**src/rtl/synth_audio_pkg.sv**
```systemverilog
// synth_audio_pkg: shared types and constants for the synth audio output path.
// Frame geometry, FSM states and the stereo sample pair bundle.
package synth_audio_pkg;

    localparam int SAMPLE_W     = 16;
    localparam int SLOT_W       = 32;
    localparam int MCLK_PER_SCK = 4;
    localparam int FRAME_MCLK   = 256;
    localparam int FCNT_W       = $clog2(FRAME_MCLK);
    localparam int BIT_W        = $clog2(2 * SLOT_W);

    typedef enum logic [1:0] {
        IDLE,
        RUN,
        DRAIN
    } state_t;

    typedef struct packed {
        logic [SAMPLE_W-1:0] left;
        logic [SAMPLE_W-1:0] right;
    } pair_t;

    // Data bit for frame bit index b: MSB at slot bit 1, zero-padded slot.
    function automatic logic slot_bit(input pair_t p, input logic [BIT_W-1:0] b);
        logic [SAMPLE_W-1:0] ch;
        logic [4:0]          s;
        logic [3:0]          idx;
        ch  = b[BIT_W-1] ? p.right : p.left;
        s   = b[4:0];
        idx = 4'(5'(SAMPLE_W) - s);
        if (s >= 5'd1 && s <= 5'(SAMPLE_W)) begin
            return ch[idx];
        end
        return 1'b0;
    endfunction

endpackage

```
**src/rtl/i2s_frame_sequencer_clk_gen.sv**
```systemverilog
// i2s_clk_gen: mclk prescaler and 256-mclk frame counter.
// Strobes mark the clk in which sck falls and in which the frame wraps.
module i2s_clk_gen
    import synth_audio_pkg::*;
#(
    parameter int MCLK_HALF = 2
) (
    input  logic             clk,
    input  logic             rst,
    input  logic             run,
    output logic             mclk,
    output logic             sck,
    output logic             lrck,
    output logic [BIT_W-1:0] bit_next,
    output logic             wrap,
    output logic             sck_fall
);

    localparam int DIV_W = (MCLK_HALF > 1) ? $clog2(MCLK_HALF) : 1;
    localparam logic [DIV_W-1:0] DIV_LAST = DIV_W'(MCLK_HALF - 1);

    logic [DIV_W-1:0]  div_cnt;
    logic [FCNT_W-1:0] fcnt;
    logic              step;
    logic              fall;

    assign step     = run && (div_cnt == DIV_LAST);
    assign fall     = step && mclk;
    assign wrap     = fall && (fcnt == '1);
    assign sck_fall = fall && (fcnt[1:0] == 2'b11);
    assign sck      = fcnt[1];
    assign lrck     = fcnt[FCNT_W-1];
    assign bit_next = fcnt[FCNT_W-1:2] + BIT_W'(1);

    // Prescaler, mclk toggle and frame counter; all held at zero when stopped.
    always_ff @(posedge clk or negedge rst) begin
        if (!rst) begin
            div_cnt <= '0;
            mclk    <= 1'b0;
            fcnt    <= '0;
        end else if (run) begin
            div_cnt <= step ? '0 : div_cnt + DIV_W'(1);
            if (step) mclk <= ~mclk;
            if (fall) fcnt <= fcnt + 1'b1;
        end else begin
            div_cnt <= '0;
            mclk    <= 1'b0;
            fcnt    <= '0;
        end
    end

endmodule

```
**src/rtl/i2s_frame_sequencer.sv**
```systemverilog
// i2s_frame_sequencer: stereo I2S DAC link sequencer.
// Start/stop FSM, one-entry holding buffer, underrun tracking, serializer.
module i2s_frame_sequencer
    import synth_audio_pkg::*;
#(
    parameter int MCLK_HALF = 2
) (
    input  logic                clk,
    input  logic                rst,
    input  logic                en,
    input  logic                s_valid,
    input  logic [SAMPLE_W-1:0] s_left,
    input  logic [SAMPLE_W-1:0] s_right,
    output logic                s_ready,
    output logic                mclk,
    output logic                sck,
    output logic                lrck,
    output logic                sdout,
    output logic                busy,
    output logic                underrun,
    output logic [7:0]          underrun_cnt
);

    state_t           state;
    pair_t            hold;
    pair_t            shift;
    logic             hold_empty;
    logic [BIT_W-1:0] bit_next;
    logic             wrap;
    logic             sck_fall;
    logic             run;
    logic             entry;
    logic             tick;
    logic             accept;

    assign run     = (state != IDLE);
    assign entry   = (state == IDLE) && en;
    assign tick    = entry || (wrap && ((state == RUN) || en));
    assign accept  = s_valid && hold_empty;
    assign s_ready = hold_empty;

    i2s_clk_gen #(
        .MCLK_HALF(MCLK_HALF)
    ) u_clk_gen (
        .clk      (clk),
        .rst      (rst),
        .run      (run),
        .mclk     (mclk),
        .sck      (sck),
        .lrck     (lrck),
        .bit_next (bit_next),
        .wrap     (wrap),
        .sck_fall (sck_fall)
    );

    // Run/stop FSM; a stop request lets the current frame finish first.
    always_ff @(posedge clk or negedge rst) begin
        if (!rst) begin
            state <= IDLE;
            busy  <= 1'b0;
        end else begin
            unique case (state)
                IDLE: begin
                    if (en) begin
                        state <= RUN;
                        busy  <= 1'b1;
                    end
                end
                RUN: begin
                    if (!en) state <= DRAIN;
                end
                DRAIN: begin
                    if (en) begin
                        state <= RUN;
                    end else if (wrap) begin
                        state <= IDLE;
                        busy  <= 1'b0;
                    end
                end
                default: begin
                    state <= IDLE;
                    busy  <= 1'b0;
                end
            endcase
        end
    end

    // Holding buffer and per-frame load; an empty buffer at a tick is an underrun.
    always_ff @(posedge clk or negedge rst) begin
        if (!rst) begin
            hold         <= '0;
            shift        <= '0;
            hold_empty   <= 1'b1;
            underrun     <= 1'b0;
            underrun_cnt <= '0;
        end else begin
            underrun <= tick && hold_empty;
            if (tick) begin
                shift <= hold_empty ? '0 : hold;
                if (hold_empty && underrun_cnt != 8'hFF) begin
                    underrun_cnt <= underrun_cnt + 8'd1;
                end
            end
            if (accept) begin
                hold       <= '{left: s_left, right: s_right};
                hold_empty <= 1'b0;
            end else if (tick) begin
                hold_empty <= 1'b1;
            end
        end
    end

    // Serializer: new bit at each sck fall so it is stable at sck rise.
    always_ff @(posedge clk or negedge rst) begin
        if (!rst) begin
            sdout <= 1'b0;
        end else if (sck_fall) begin
            sdout <= slot_bit(shift, bit_next);
        end
    end

endmodule

```
**config.mk**
```make
export PLATFORM = sky130hd
export DESIGN_NAME = i2s_frame_sequencer
export DESIGN_NICKNAME = d
export VERILOG_FILES = /design/src/rtl/synth_audio_pkg.sv /design/src/rtl/i2s_frame_sequencer_clk_gen.sv /design/src/rtl/i2s_frame_sequencer.sv
export SDC_FILE = /design/constraint.sdc
export NUM_CORES = 1
export LEC_CHECK = 0
export CORE_MARGIN = 5
export CORE_UTILIZATION = 55
export DETAILED_ROUTE_END_ITERATION = 8
export GPL_TIMING_DRIVEN = 0
export PLACE_DENSITY = 0.81
export SYNTH_ARGS = -nofsm -noshare
export SYNTH_HDL_FRONTEND = slang
export SYNTH_SLANG_ARGS = --single-unit
```
**constraint.sdc**
```tcl
create_clock -name clk -period 6.9 [get_ports clk]
set_input_delay 0.69 -clock clk [delete_from_list [all_inputs] [get_ports clk]]
set_output_delay 0.69 -clock clk [all_outputs]
set_load 0.1 [all_outputs]
```
==> results.txt <==
worst hold path class: input pin to asynchronous set/reset pin
most common cell in the netlist: dfrtp_1
Tmin final: 3150 ps
WP buf/inv: 3
Avg Vias per Cell: 5.59
worst r2r src: u_clk_gen.fcnt[2]
port bufs: 50
Die Y: 97.5 µm
routed vias: 3,172
Clk Latency, worst-skew pair: 360 ps
YS warnings: 0
Post-Syn Area: 0.00422 mm²
synth top area cells: dfrtp_1 (52%), mux2_2 (9.9%), nand2_1 (7.2%), nand3b_1 (5.9%), xnor2_1 (1.9%)
vias in the first global route: 3,154
TritonCTS clock tree: yes
synthesized flop and latch total: 88
Final Hold Vio Count: 0
Root Driver: clkbuf_8
Synth cell types: 51
Avg Cell Area, Syn: 10.6 µm²
IO Count: 51
crit-path max cell delay: 440 ps
# hold bufs at CTS: 0
TritonCTS Buffers: 9
Layout Nets: 500
layout cell share with drive strength beyond 1: 15.5%
Max Cap Viol: 0
crit path max-delay cell type: dfrtp_1
1st-iter DRT viols: 235
Final Power: 1.71 mW
crit path kind: flop to flop
power density cells: 338 mW/mm²
multi-input logic area: 0.00188 mm²
status: finished clean
post-synthesis sequential area ratio: 52.3%
first-pass GRT wire length: 14,500 µm
Synth area leader: dfrtp_1
RD Place Congestion: 0.910
Syn Nets: 438
clock buffer depth: 2
wire per inst: 15.2 µm
crit-path cells: clkbuf_1 -> inv_1 -> ha_1 -> clkbuf_1 -> nand2_1 -> nor4_1 -> a21oi_1 -> o2111ai_1 -> nand3b_1 -> o221a_2
Leak: 2.18 nW
number of post-CTS setup repair buffers: 0
Register Area: 0.00220 mm²
Worst EP arrival: 3400 ps
Relative slew margins: 34.1%
Setup crit end kind: flop
initial antenna violation count: 0
Post-synth EDFFs: 0
DRC violations left: 0
Routed WL: 8590 µm
compound-gate portion of the synthesized area: 9.20%
Initial Utilization: 55.4%
Worst-Margin Slew: 985 ps
Die ar.: 0.00952 mm²
clock-pin slew of the registers on the worst-case setup and hold paths: 90 ps
adder-cell share of the synthesized area: 1.19%
ys async rst share: 100%
core area: 0.00761 mm²
row cnt: 32
chip width: 97.5 µm
CP dominant cell by count: clkbuf_1
Startpoint Class: flop
synth-to-layout area growth: 19.8%
most frequent cells after synthesis: dfrtp_1 (87), nand2_1 (81), mux2_2 (37)
Sink Count: 88
GRT Total Usage: 18.8%
HPWL Detailed: 6220 µm
# setup viols final: 0
CP Max Fanout: 10
post_cts resized: 0
main combinational cell family by area after synthesis: simple AND/OR/NAND/NOR gates
Slew Viols, Final: 0
Setup Skew: 8.34 ps
kind of cell adding the most delay to the critical path: buffers and inverters
mux cell area share after synthesis: 10.8%
ANT cells: 0
CTS HTree Levels: 3
gr ovfl total: 0
Syn Inst Count: 398
filler cell count: 607
part of the cycle the worst path needs: 45.6%
Top FF cell, synth: dfrtp_1
first element of the critical path: u_clk_gen.fcnt[2]
maximum VDD drop: 0.000197 V
worst path required time: 7150 ps
Post-DRT Antenna Nets: 0
drt pass-1 iters: 4
post-synthesis xor/xnor area fraction: 2.67%
largest net degree at the start of global routing: 56
RSZ-0062 raised after global routing: no
Setup TNS: 0 ps
Synth top area share: 51.6%
post-synthesis simple-gate area fraction: 20.7%
Max Clock Freq: 318 MHz
==> layout make-up <==
| cell class | instances | area share (%) |
|---|---|---|
| Inverter | 6 | 0.446 |
| Timing Repair Buffer | 51 | 10.4 |
| Clock inverter | 6 | 0.843 |
| Sequential cell | 88 | 43.6 |
| Multi-Input combinational cell | 279 | 37.2 |
| Buffer | 25 | 2.16 |
| Clock buffer | 10 | 2.73 |
| Tap cell | 102 | 2.53 |
==> worst reg2reg max path: stages, from the launching register on <==
cell and delay (ps):
dfrtp_1 440, clkbuf_1 390, inv_1 200, ha_1 380, clkbuf_1 380, nand2_1 270
nor4_1 360, a21oi_1 80, o2111ai_1 150, nand3b_1 120, o221a_2 280
==> worst paths after layout <==
kind / to / slack, ps / cells past startpoint
worst max-delay path: sdout / 3750 / 10
worst min-delay path: state[0] / 270 / 1
worst max register to register: sdout / 3750 / 10
worst min register to register: shift[29] / 480 / 2
max in group asynchronous: s_ready / 5970 / 2
min in group clk: shift[29] / 480 / 2
==> power by group <==
part	total (mW)	switching (mW)	internal [mW]
Sequential	0.853	0.141	0.712
Clock	0.328	0.186	0.142
Combinational	0.528	0.297	0.231
==> placed cells by master, fill, tap and decap left out, types with 6 or more instances in the layout <==
cell	n
o21ai_0	8
clkbuf_8	10
nor3_1	6
nand2_1	81
dfrtp_1	87
xnor2_1	9
a21oi_1	12
mux2_2	37
inv_1	6
nand3_1	8
nand3b_1	33
nor2_1	14
clkbuf_1	13
clkdlybuf4s50_1	49
==> cells by family after synthesis <==
group	after synthesis
simple gates	170
flops	88
compound gates	52
mux	41
buf+inv	31
xor+xnor	12
fa+ha+maj	4
==> metal layers <==
metal	wire, µm	vias up	part of all wire, %	track usage (%)
met4	197	0	2.3	7.03
li1	-	1522	-	-
met2	4190	82	49	31.6
met5	0	-	0	0
met3	403	21	4.7	4.95
met1	3800	1547	44	23.3
==> stage by stage <==
stage               hold WS, ps  area (µm²)  utilization [%]  setup slack [ps]  cells
floorplan                   394        4220                -              4090    398
global placement            456        4840             63.7              2120    550
detailed placement          457        4870             64.0              3950    551
CTS                         278        5050             66.4              3900    567
global route                304        5050             66.4              3600    567
finish                      272        5050             66.4              3750    567
==> state kept, by name, indices dropped and copies added, names as in the netlist <==
register	cells
sdout	1
busy	1
shift	32
state	2
underrun	1
u_clk_gen.mclk	1
underrun_cnt	8
u_clk_gen.div_cnt	1
s_ready	1
u_clk_gen.fcnt	8
hold	32
Power figures use the tool's default switching activity.
